[config.mk]
export PLATFORM = sky130hd
export DESIGN_NAME = core_wb_seq_flat
export DESIGN_NICKNAME = d
export VERILOG_FILES = /design/src/rtl/core_pkg.sv /design/src/rtl/core_wb_seq_if.sv /design/src/rtl/core_rdata_mux.sv /design/src/rtl/core_wb_seq.sv /design/src/flat_wrapper.sv
export SDC_FILE = /design/constraint.sdc
export NUM_CORES = 1
export LEC_CHECK = 0
export ABC_AREA = 1
export BUFFER_PORTS_ARGS = -buffer_cell sky130_fd_sc_hd__buf_2
export CAP_MARGIN = 20
export CORE_AREA = 2 2 183 185
export CTS_BUF_LIST = sky130_fd_sc_hd__clkbuf_4 sky130_fd_sc_hd__clkbuf_8
export CTS_CLUSTER_DIAMETER = 40
export DETAILED_ROUTE_END_ITERATION = 16
export DIE_AREA = 0 0 185 187
export MAX_ROUTING_LAYER = met4
export SKIP_CTS_REPAIR_TIMING = 1
export SYNTH_ARGS = -nofsm -noshare
export SYNTH_HDL_FRONTEND = slang
export SYNTH_SLANG_ARGS = --single-unit
[constraint.sdc]
create_clock -name wb_clk_i -period 1.56 [get_ports wb_clk_i]
set_input_delay 0.39 -clock wb_clk_i [delete_from_list [all_inputs] [get_ports wb_clk_i]]
set_output_delay 0.39 -clock wb_clk_i [all_outputs]
set_load 0.01 [all_outputs]
[src/rtl/core_pkg.sv]
// Shared definitions for the Wishbone-to-neuron-core sequencer: FSM encoding and
// the fixed control addresses recognised by the external address decoder.
package core_pkg;

  localparam int NUM_OF_SLICE = 8;

  localparam logic [31:0] DONE_PIC_ADDR      = 32'h3000_0840;
  localparam logic [31:0] CHOOSE_WEIGHT_BASE = 32'h3000_0800;

  typedef enum logic [2:0] {
    S_IDLE   = 3'd0,
    S_DECODE = 3'd1,
    S_ACCESS = 3'd2,
    S_WAIT   = 3'd3,
    S_ACK    = 3'd4
  } state_t;

endpackage

[src/rtl/core_wb_seq_if.sv]
// Wishbone classic slave bus between the host and core_wb_seq.
interface core_wb_seq_if;

  logic        wbs_cyc_i;
  logic        wbs_stb_i;
  logic        wbs_we_i;
  logic [3:0]  wbs_sel_i;
  logic [31:0] wbs_adr_i;
  logic [31:0] wbs_dat_i;
  logic        wbs_ack_o;
  logic [31:0] wbs_dat_o;

  modport slave (
    input  wbs_cyc_i, wbs_stb_i, wbs_we_i, wbs_sel_i, wbs_adr_i, wbs_dat_i,
    output wbs_ack_o, wbs_dat_o
  );

  modport master (
    output wbs_cyc_i, wbs_stb_i, wbs_we_i, wbs_sel_i, wbs_adr_i, wbs_dat_i,
    input  wbs_ack_o, wbs_dat_o
  );

endinterface

[src/rtl/core_rdata_mux.sv]
// Read-data merge: timeout word, weight index, or OR of the selected slice words
// (a broadcast ORs every slice).
module core_rdata_mux #(
  parameter int NUM_OF_SLICE = 8
) (
  input  logic [32*NUM_OF_SLICE-1:0] i_slice_rdata,
  input  logic [NUM_OF_SLICE-1:0]    i_mask,
  input  logic                       i_spike,
  input  logic                       i_cw,
  input  logic                       i_tmo,
  input  logic [5:0]                 i_weight_sel,
  output logic [31:0]                o_rdata
);

  logic [31:0] w_or;

  always_comb begin
    w_or = '0;
    for (int k = 0; k < NUM_OF_SLICE; k++) begin
      if (i_spike || i_mask[k]) w_or = w_or | i_slice_rdata[32*k +: 32];
    end
    if (i_tmo)     o_rdata = 32'hFFFF_FFFF;
    else if (i_cw) o_rdata = {26'b0, i_weight_sel};
    else           o_rdata = w_or;
  end

endmodule

[src/rtl/core_wb_seq.sv]
// Wishbone slave sequencer fanning requests out to neuron-core slices.
// Optional WAIT timeout with forced ack and sticky err_o: CORE_WB_SEQ_TIMEOUT_EN.
//
// state    | meaning
// S_IDLE   | waiting for cyc&stb, latches the request
// S_DECODE | external decoder settles on the latched address; flags registered
// S_ACCESS | one-cycle slice_en_o strobe
// S_WAIT   | waiting for all selected slices ready (or timeout)
// S_ACK    | one-cycle wbs_ack_o with read data / side effects
module core_wb_seq #(
  parameter int          NUM_OF_SLICE = 8,
  parameter logic [7:0]  ACK_TIMEOUT  = 8'd255
) (
  input  logic                       wb_clk_i,
  input  logic                       wb_rst_ni,
  core_wb_seq_if.slave               wb,
  output logic [31:0]                dec_addr_o,
  output logic                       dec_we_o,
  input  logic [NUM_OF_SLICE-1:0]    dec_slice_i,
  input  logic                       dec_send_spike_i,
  input  logic                       dec_choose_weight_i,
  input  logic                       dec_picture_done_i,
  output logic [NUM_OF_SLICE-1:0]    slice_en_o,
  output logic                       slice_we_o,
  output logic [31:0]                slice_wdata_o,
  output logic [3:0]                 slice_sel_o,
  input  logic [32*NUM_OF_SLICE-1:0] slice_rdata_i,
  input  logic [NUM_OF_SLICE-1:0]    slice_ready_i,
  output logic [5:0]                 weight_sel_o,
  output logic                       pic_done_o,
  output logic                       err_o
);

  import core_pkg::*;

  localparam logic [7:0] TMO_LOAD = ACK_TIMEOUT - 8'd1;

  state_t                  r_state, w_next;
  logic [31:0]             r_adr, r_wdata;
  logic                    r_we;
  logic [3:0]              r_sel;
  logic [NUM_OF_SLICE-1:0] r_mask, r_rdy;
  logic                    r_spike, r_cw, r_pd;
  logic [7:0]              r_cnt;
  logic                    r_tmo_hit, r_err;
  logic [5:0]              r_weight_sel;
  logic                    w_ready_all, w_tmo_fire, w_timeout;
  logic [31:0]             w_rdata;

  // Readiness seen during ACCESS is remembered so a short ready pulse still counts.
  assign w_ready_all = (((slice_ready_i | r_rdy) & r_mask) == r_mask);

`ifdef CORE_WB_SEQ_TIMEOUT_EN
  assign w_tmo_fire = (r_cnt == 8'd0);
`else
  assign w_tmo_fire = 1'b0;
`endif

  assign w_timeout = (r_state == S_WAIT) && wb.wbs_cyc_i && !w_ready_all && w_tmo_fire;

  always_ff @(posedge wb_clk_i or negedge wb_rst_ni) begin
    if (!wb_rst_ni) begin
      r_state      <= S_IDLE;
      r_adr        <= '0;
      r_wdata      <= '0;
      r_we         <= 1'b0;
      r_sel        <= '0;
      r_mask       <= '0;
      r_rdy        <= '0;
      r_spike      <= 1'b0;
      r_cw         <= 1'b0;
      r_pd         <= 1'b0;
      r_cnt        <= '0;
      r_tmo_hit    <= 1'b0;
      r_err        <= 1'b0;
      r_weight_sel <= '0;
    end else begin
      r_state   <= w_next;
      r_tmo_hit <= w_timeout;
      if (w_timeout) r_err <= 1'b1;
      if (r_state == S_IDLE && wb.wbs_cyc_i && wb.wbs_stb_i) begin
        r_adr   <= wb.wbs_adr_i;
        r_wdata <= wb.wbs_dat_i;
        r_we    <= wb.wbs_we_i;
        r_sel   <= wb.wbs_sel_i;
      end
      if (r_state == S_DECODE) begin
        r_mask  <= dec_slice_i;
        r_spike <= dec_send_spike_i;
        r_cw    <= dec_choose_weight_i;
        r_pd    <= dec_picture_done_i;
      end
      if (r_state == S_ACCESS || r_state == S_WAIT) r_rdy <= r_rdy | (slice_ready_i & r_mask);
      else                                          r_rdy <= '0;
      if (r_state == S_ACCESS)                      r_cnt <= TMO_LOAD;
      else if (r_state == S_WAIT && r_cnt != 8'd0)  r_cnt <= r_cnt - 8'd1;
      // Weight index becomes visible together with the ack of the write.
      if (r_state == S_DECODE && w_next == S_ACK && dec_choose_weight_i && r_we)
        r_weight_sel <= r_adr[5:0];
    end
  end

  always_comb begin
    w_next        = r_state;
    wb.wbs_ack_o  = 1'b0;
    wb.wbs_dat_o  = '0;
    slice_en_o    = '0;
    pic_done_o    = 1'b0;
    case (r_state)
      S_IDLE:   if (wb.wbs_cyc_i && wb.wbs_stb_i) w_next = S_DECODE;
      S_DECODE: begin
        if (!wb.wbs_cyc_i)      w_next = S_IDLE;
        else if (|dec_slice_i)  w_next = S_ACCESS;
        else                    w_next = S_ACK;
      end
      S_ACCESS: begin
        slice_en_o = r_mask;
        w_next     = wb.wbs_cyc_i ? S_WAIT : S_IDLE;
      end
      S_WAIT: begin
        if (!wb.wbs_cyc_i)                 w_next = S_IDLE;
        else if (w_ready_all || w_tmo_fire) w_next = S_ACK;
      end
      S_ACK: begin
        wb.wbs_ack_o = 1'b1;
        wb.wbs_dat_o = w_rdata;
        pic_done_o   = r_pd && r_we;
        w_next       = S_IDLE;
      end
      default:  w_next = S_IDLE;
    endcase
  end

  core_rdata_mux #(.NUM_OF_SLICE(NUM_OF_SLICE)) u_rdata_mux (
    .i_slice_rdata (slice_rdata_i),
    .i_mask        (r_mask),
    .i_spike       (r_spike),
    .i_cw          (r_cw),
    .i_tmo         (r_tmo_hit),
    .i_weight_sel  (r_weight_sel),
    .o_rdata       (w_rdata)
  );

  assign dec_addr_o    = r_adr;
  assign dec_we_o      = r_we;
  assign slice_we_o    = r_we;
  assign slice_wdata_o = r_wdata;
  assign slice_sel_o   = r_sel;
  assign weight_sel_o  = r_weight_sel;
  assign err_o         = r_err;

endmodule

[src/flat_wrapper.sv]
// flat-port wrapper written by rule: the top's interface ports become plain ports
module core_wb_seq_flat import core_pkg::*;
#(
  parameter int          NUM_OF_SLICE = 8,
  parameter logic [7:0]  ACK_TIMEOUT  = 8'd255
)
  (wb_clk_i, wb_rst_ni, dec_addr_o, dec_we_o, dec_slice_i, dec_send_spike_i, dec_choose_weight_i, dec_picture_done_i, slice_en_o, slice_we_o, slice_wdata_o, slice_sel_o, slice_rdata_i, slice_ready_i, weight_sel_o, pic_done_o, err_o, wb_wbs_cyc_i, wb_wbs_stb_i, wb_wbs_we_i, wb_wbs_sel_i, wb_wbs_adr_i, wb_wbs_dat_i, wb_wbs_ack_o, wb_wbs_dat_o);
  core_wb_seq_if wb_i ();
  input  logic wb_clk_i;
  input  logic wb_rst_ni;
  output logic [31:0] dec_addr_o;
  output logic dec_we_o;
  input  logic [NUM_OF_SLICE-1:0] dec_slice_i;
  input  logic dec_send_spike_i;
  input  logic dec_choose_weight_i;
  input  logic dec_picture_done_i;
  output logic [NUM_OF_SLICE-1:0] slice_en_o;
  output logic slice_we_o;
  output logic [31:0] slice_wdata_o;
  output logic [3:0] slice_sel_o;
  input  logic [32*NUM_OF_SLICE-1:0] slice_rdata_i;
  input  logic [NUM_OF_SLICE-1:0] slice_ready_i;
  output logic [5:0] weight_sel_o;
  output logic pic_done_o;
  output logic err_o;
  input wire logic [$bits(wb_i.wbs_cyc_i)-1:0] wb_wbs_cyc_i;
  input wire logic [$bits(wb_i.wbs_stb_i)-1:0] wb_wbs_stb_i;
  input wire logic [$bits(wb_i.wbs_we_i)-1:0] wb_wbs_we_i;
  input wire logic [$bits(wb_i.wbs_sel_i)-1:0] wb_wbs_sel_i;
  input wire logic [$bits(wb_i.wbs_adr_i)-1:0] wb_wbs_adr_i;
  input wire logic [$bits(wb_i.wbs_dat_i)-1:0] wb_wbs_dat_i;
  output wire logic [$bits(wb_i.wbs_ack_o)-1:0] wb_wbs_ack_o;
  output wire logic [$bits(wb_i.wbs_dat_o)-1:0] wb_wbs_dat_o;
  assign wb_i.wbs_cyc_i = wb_wbs_cyc_i;
  assign wb_i.wbs_stb_i = wb_wbs_stb_i;
  assign wb_i.wbs_we_i = wb_wbs_we_i;
  assign wb_i.wbs_sel_i = wb_wbs_sel_i;
  assign wb_i.wbs_adr_i = wb_wbs_adr_i;
  assign wb_i.wbs_dat_i = wb_wbs_dat_i;
  assign wb_wbs_ack_o = wb_i.wbs_ack_o;
  assign wb_wbs_dat_o = wb_i.wbs_dat_o;
  core_wb_seq #(.NUM_OF_SLICE(NUM_OF_SLICE), .ACK_TIMEOUT(ACK_TIMEOUT)) u_core (.wb_clk_i(wb_clk_i), .wb_rst_ni(wb_rst_ni), .wb(wb_i), .dec_addr_o(dec_addr_o), .dec_we_o(dec_we_o), .dec_slice_i(dec_slice_i), .dec_send_spike_i(dec_send_spike_i), .dec_choose_weight_i(dec_choose_weight_i), .dec_picture_done_i(dec_picture_done_i), .slice_en_o(slice_en_o), .slice_we_o(slice_we_o), .slice_wdata_o(slice_wdata_o), .slice_sel_o(slice_sel_o), .slice_rdata_i(slice_rdata_i), .slice_ready_i(slice_ready_i), .weight_sel_o(weight_sel_o), .pic_done_o(pic_done_o), .err_o(err_o));
endmodule
Word-level counts from Yosys, hierarchy flattened
Index checks and enable logic that the tools add are counted.

word-level totals
  flip-flop bits (word level) = 97
  input bits = 348
  output and inout bits = 119
  logic and storage cells = 67

cells by class
  equality and inequality tests = 6
  muxes and demuxes = 21
  bitwise gates (word level) = 11
  reductions and logical operators = 18

operators by type and width
  operator                                        count
  2-to-1 mux 32 bit                               10
  bitwise OR 32 bit                               7
  AND 8 bit                                       2
  2-to-1 mux 8 bit                                2
  bitwise OR 8 bit                                2
  2-to-1 mux 3 bit                                5
  case mux 3 bit (4 select lines)                 1
  logical OR 1 bit                                9
  == test 8 bit                                   1
  OR reduction 8 bit                              1
  logical AND 1 bit                               7
  == test 3 x 2 -> 1 bit (second input constant)  2
  == test 3 bit (second input constant)           2
  == test 3 x 1 -> 1 bit (second input constant)  1
  zero test 3 bit                                 1
  2-to-1 mux 1 bit                                2
  2-to-1 mux 2 bit                                1

Logic depth before layout (Yosys ltp)
  depth after elaboration = 18
  mapped depth = 9
  gate-level depth less buffers = 8

Hierarchy
A second synthesis with hierarchy kept.

second synthesis, totals
  cell total of the unflattened synthesis = 986
  area, all modules = 6,617.6 µm²

modules (own cells, without submodules)
  module          times used  cells each  area each (µm²)  seq. area each (µm²)
  core_wb_seq     1           387         4,165.2          2,427.3
  core_rdata_mux  1           599         2,452.4          0.0

Worst setup path after synthesis
OpenSTA, ideal clock, no wires.

  path type = register to output
  from = register u_core.r_state[0]
  to = output port wb_wbs_dat_o[10]
  data arrival time = 1.266 ns
  required time = 1.170 ns
  slack = -0.096 ns
  stages on the path, launching flop included = 7
  buffers on the path = 1
  cells stage by stage = dfrtp_1 nor2_1 nand2_1 inv_2 nand2_1 buf_2 a21oi_1

between the ends
  longest elaborated chain between the ends = 2

ends and longest elaborated chain
  what                      RTL line            text
  start: declaration        core_wb_seq.sv:38   state_t r_state, w_next;
  start signal: assignment  core_wb_seq.sv:78   r_state <= w_next;
  == test 3 bit             core_wb_seq.sv:109  case (r_state)
  2-to-1 mux 32 bit         core_wb_seq.sv:109
  end: declaration          flat_wrapper.sv:33  output wire logic [$bits(wb_i.wbs_dat_o)-1:0] wb_wbs_dat_o;

Every way passes these cells.

Worst setup path after layout
  from = register u_core.r_spike
  to = output port wb_wbs_dat_o[28]

between the ends
  longest elaborated chain between the ends = 18
  elaborated cells on any way between the ends = 25
  classes of those cells = 10 x mux; 7 x bitwise; 8 x reduce/logical

ends and longest elaborated chain
  what                      RTL line              text
  start: declaration        core_wb_seq.sv:43     logic r_spike, r_cw, r_pd;
  start signal: assignment  core_wb_seq.sv:89     r_spike <= dec_send_spike_i;
  logical OR 1 bit          core_rdata_mux.sv:20  if (i_spike || i_mask[k]) w_or = w_or | i_slice_rdata[32*k +: 32];
  2-to-1 mux 32 bit         core_rdata_mux.sv:20
  bitwise OR 32 bit         core_rdata_mux.sv:20
  2-to-1 mux 32 bit         core_rdata_mux.sv:20
  bitwise OR 32 bit         core_rdata_mux.sv:20
  2-to-1 mux 32 bit         core_rdata_mux.sv:20
  bitwise OR 32 bit         core_rdata_mux.sv:20
  2-to-1 mux 32 bit         core_rdata_mux.sv:20
  (+2 left out)             -
  bitwise OR 32 bit         core_rdata_mux.sv:20
  2-to-1 mux 32 bit         core_rdata_mux.sv:20
  bitwise OR 32 bit         core_rdata_mux.sv:20
  2-to-1 mux 32 bit         core_rdata_mux.sv:20
  bitwise OR 32 bit         core_rdata_mux.sv:20
  2-to-1 mux 32 bit *       core_rdata_mux.sv:20
  2-to-1 mux 32 bit *       core_rdata_mux.sv:23  else if (i_cw) o_rdata = {26'b0, i_weight_sel};
  2-to-1 mux 32 bit *       core_wb_seq.sv:109

Mark *: on every way between the ends. The rest lies on a longest branch, timed or not.

==> summary.md <==
| Metric | Value |
|---|---|
| Switching pwr | `7520 µW` |
| Comb pwr share | `65.0%` |
| CTS max path bufs | `2` |
| Clock sinks | `97` |
| Initial antenna violation count | `8` |
| Max Transition Viols Final | `0` |
| Worst Hold Class | `in -> reg` |
| CTS Root Cell | `clkbuf_8` |
| Peak supply drop | `860 µV` |
| Top routing layer in use | `met4` |
| Synth Instances | `803` |
| Final ANT Viol Nets | `0` |
| Synth Cell Area | `5890 µm²` |
| Crit Path Class | `reg -> out` |
| Vias | `7722` |
| P_int | `9100 µW` |
| Post-synthesis xor/xnor area fraction | `0%` |
| EDFF count, synth | `0` |
| Met3 WL | `2670 µm` |
| Layout area overhead | `74.8%` |
| Most numerous cell in the Yosys netlist | `nand2_1` |
| Crit end category | `primary output` |
| DRC viols | `0` |
| Distinct cells, synth | `22` |
| Hold Vio Cnt, Final | `0` |
| Period minus WS final | `2.30 ns` |
| Syn. warnings | `0` |
| Final Worst Setup Slack | `-0.742 ns` |
| Number of top-level pins | `467` |
| Leakage power figure | `0.00559 µW` |
| Syn Nets | `1151` |
| DR vias/cell | `4.31` |
| Final instance area | `10300 µm²` |
| Placed insts | `1739` |
| Post-synth top area share | `41.2%` |
| Synth Area in Compound Gates | `12.4%` |
| Type of origin of the critical path | `flip-flop` |
| Pin count of the biggest net entering global routing | `57` |
| CTS tree | `done` |
| Top cells by area, synth | `dfrtp_1, nand2_1, mux2_2, o21ai_0, nor2_1` |
| Switch share | `45.2%` |
| Number of cell rows | `67` |
| Max Cap Viol | `0` |
| Main combinational cell family by area after synthesis | `simple AND/OR/NAND/NOR gates` |
| Yosys reg bits | `97` |
| Worst Path Max Fanout | `14` |
| Clock Latency Late Sink | `0.38 ns` |
| Total design power | `16600 µW` |
| Placed Area | `9420 µm²` |
| Die H | `187 µm` |
| RSZ-0062 raised after global routing | `yes` |
| Register share of total power | `25.8%` |
| Violated checks | `setup timing` |
| Most common flop cell mapped by yosys | `dfrtp_1` |
| Max frequency | `434 MHz` |
| Post-Route Setup TNS | `-32.68 ns` |
| M1 WL | `12400 µm` |
| Post-Synth Adder-Cell Area | `0%` |
| Status | `complete, but fails checks` |
| Starting Density | `17.9%` |
| Top post-synthesis cells by count | `nand2_1, dfrtp_1, nor2_1` |
| HPWL Detailed | `24900 µm` |
| Largest area contributor in the netlist | `dfrtp_1` |
| Cts bufs inserted | `9` |
| First-pass GRT wire length | `43700 µm` |
| Worst endpoint required time | `1.17 ns` |
| Avg WL per Cell | `18.0 µm` |
| CP max stage delay | `0.46 ns` |
| Pre-CTS setup slack | `-0.467 ns` |
| Cell Chain, Critical Path | `buf_12, nor2_4, inv_4, buf_12, nand2_1, nand3_2, nor2_4, a21oi_2, buf_2` |
| Nets | `1678` |
| Register area share after synthesis | `41.2%` |
| HP Start | `dec_picture_done_i` |
| PwrDens | `1610 nW/µm²` |
| Final std cells w/o fill | `1790` |
| Clock skew | `0.0130 ns` |
| Vias in the first global route | `7815` |
| I/O Buffers | `465` |
| Worst EP arrival | `1.91 ns` |
| Multiplexer area fraction after synthesis | `13.0%` |
| CTS H-Tree Depth | `3` |
| Routed WL | `32200 µm` |
| Die width | `185 µm` |
| Syn avg cell area | `7.34 µm²` |
| Clock transition at the registers of the reported paths | `0.09 ns` |
| Final setup viols | `110` |
| Slowest-stage cell, CP | `dfrtp_2` |
| Period utilization | `148%` |
| R2R Path Start | `u_core.r_state[0]` |
| Async set or reset register ratio after synthesis | `100%` |
| Crit. Startpoint | `u_core.r_spike` |
| Gr usage total | `17.3%` |
| DRT Pass-1 Iters | `6` |
| Synth Area in Simple Gates | `27.1%` |
| Layout cells sized above 1 | `54.6%` |
| GPL Wtd Cong | `0.915` |
| Grt ovf | `0` |
| Clock network fraction of design power | `9.2%` |
| Core Footprint | `32900 µm²` |
| DIE AREA | `34600 µm²` |
| Met2 wire length | `16300 µm` |
| DRT iter0 DRCs | `360` |
final cells by class:
class,count,area [µm²]
clock inverter,4,30.0
timing repair buffer,561,3540
antenna,8,20.0
inverter,47,184
sequential,97,2430
fill,3613,22600
clock buffer,11,145
multi-input combinational,614,3400
tap,448,561
state kept, by name (all words and copies together), names as in the netlist:
signal,count
u_core.dec_addr_o,32
u_core.slice_wdata_o,32
u_core.r_mask,8
u_core.r_rdy,8
u_core.weight_sel_o,6
u_core.slice_sel_o,4
u_core.r_state,3
u_core.dec_we_o,1
u_core.r_cw,1
u_core.r_pd,1
u_core.r_spike,1
cells in the final DEF (no fill, tap or decap), types with 24 or more instances in the layout:
| master | netlist | layout |
|---|---|---|
| o21ai_0 | 79 | 58 |
| mux2_2 | 60 | 59 |
| nand2_1 | 276 | 268 |
| dfrtp_1 | 97 | 96 |
| nand3_1 | 30 | 25 |
| buf_4 | 3 | 57 |
| inv_1 | 45 | 37 |
| nor2_1 | 83 | 55 |
| a21oi_2 | 0 | 24 |
| buf_2 | 14 | 460 |
layer usage:
metal | vias up | track usage [%]
li1 | 3674 | -
met1 | 3570 | 19.2
met2 | 436 | 30.4
met3 | 42 | 3.74
met4 | 0 | 6.26
met5 | - | -
power groups by stage:
stage	clock network [µW]	registers (µW)	logic, µW
2_1_floorplan	0	4640	4310
3_3_place_gp	0	4280	9390
3_5_place_dp	0	4310	9410
4_1_cts	1570	4280	9440
5_1_grt	1680	4440	11700
6_report	1530	4300	10800
stage by stage:
step	util [%]	hold slack (ns)
detailed placement	28.7	0.262
global placement	28.7	0.259
finish	31.4	0.203
CTS	29.2	-0.165
floorplan	-	0.0944
global route	31.4	0.201
worst paths after layout:
path	endpoint	slack, ns	depth (start not counted)
min	u_core.r_pd	0.20	3
max in group asynchronous	u_core.r_spike	0.60	3
min in group asynchronous	u_core.slice_wdata_o[29]	0.40	2
min reg2reg	u_core.r_rdy[4]	0.50	2
max	wb_wbs_dat_o[28]	-0.74	9
max reg2reg	u_core.dec_addr_o[10]	-0.19	7
cells by family after synthesis:
logic type	count (synthesis)
buffers and inverters	92
flip-flops	97
AND/OR/NAND/NOR	405
AO/OA/AOI/OAI	140
multiplexers	68
other	1
worst max-delay path, delay by kind of cell, from the launching register on:
kind	cells	cell delay (ns)
AOI/OAI and AO/OA	1	0.06
buffers and inverters	4	0.51
DFF	1	0.46
and+or+nand+nor	4	0.47
Note: power is estimated with default switching activity, not from simulation.
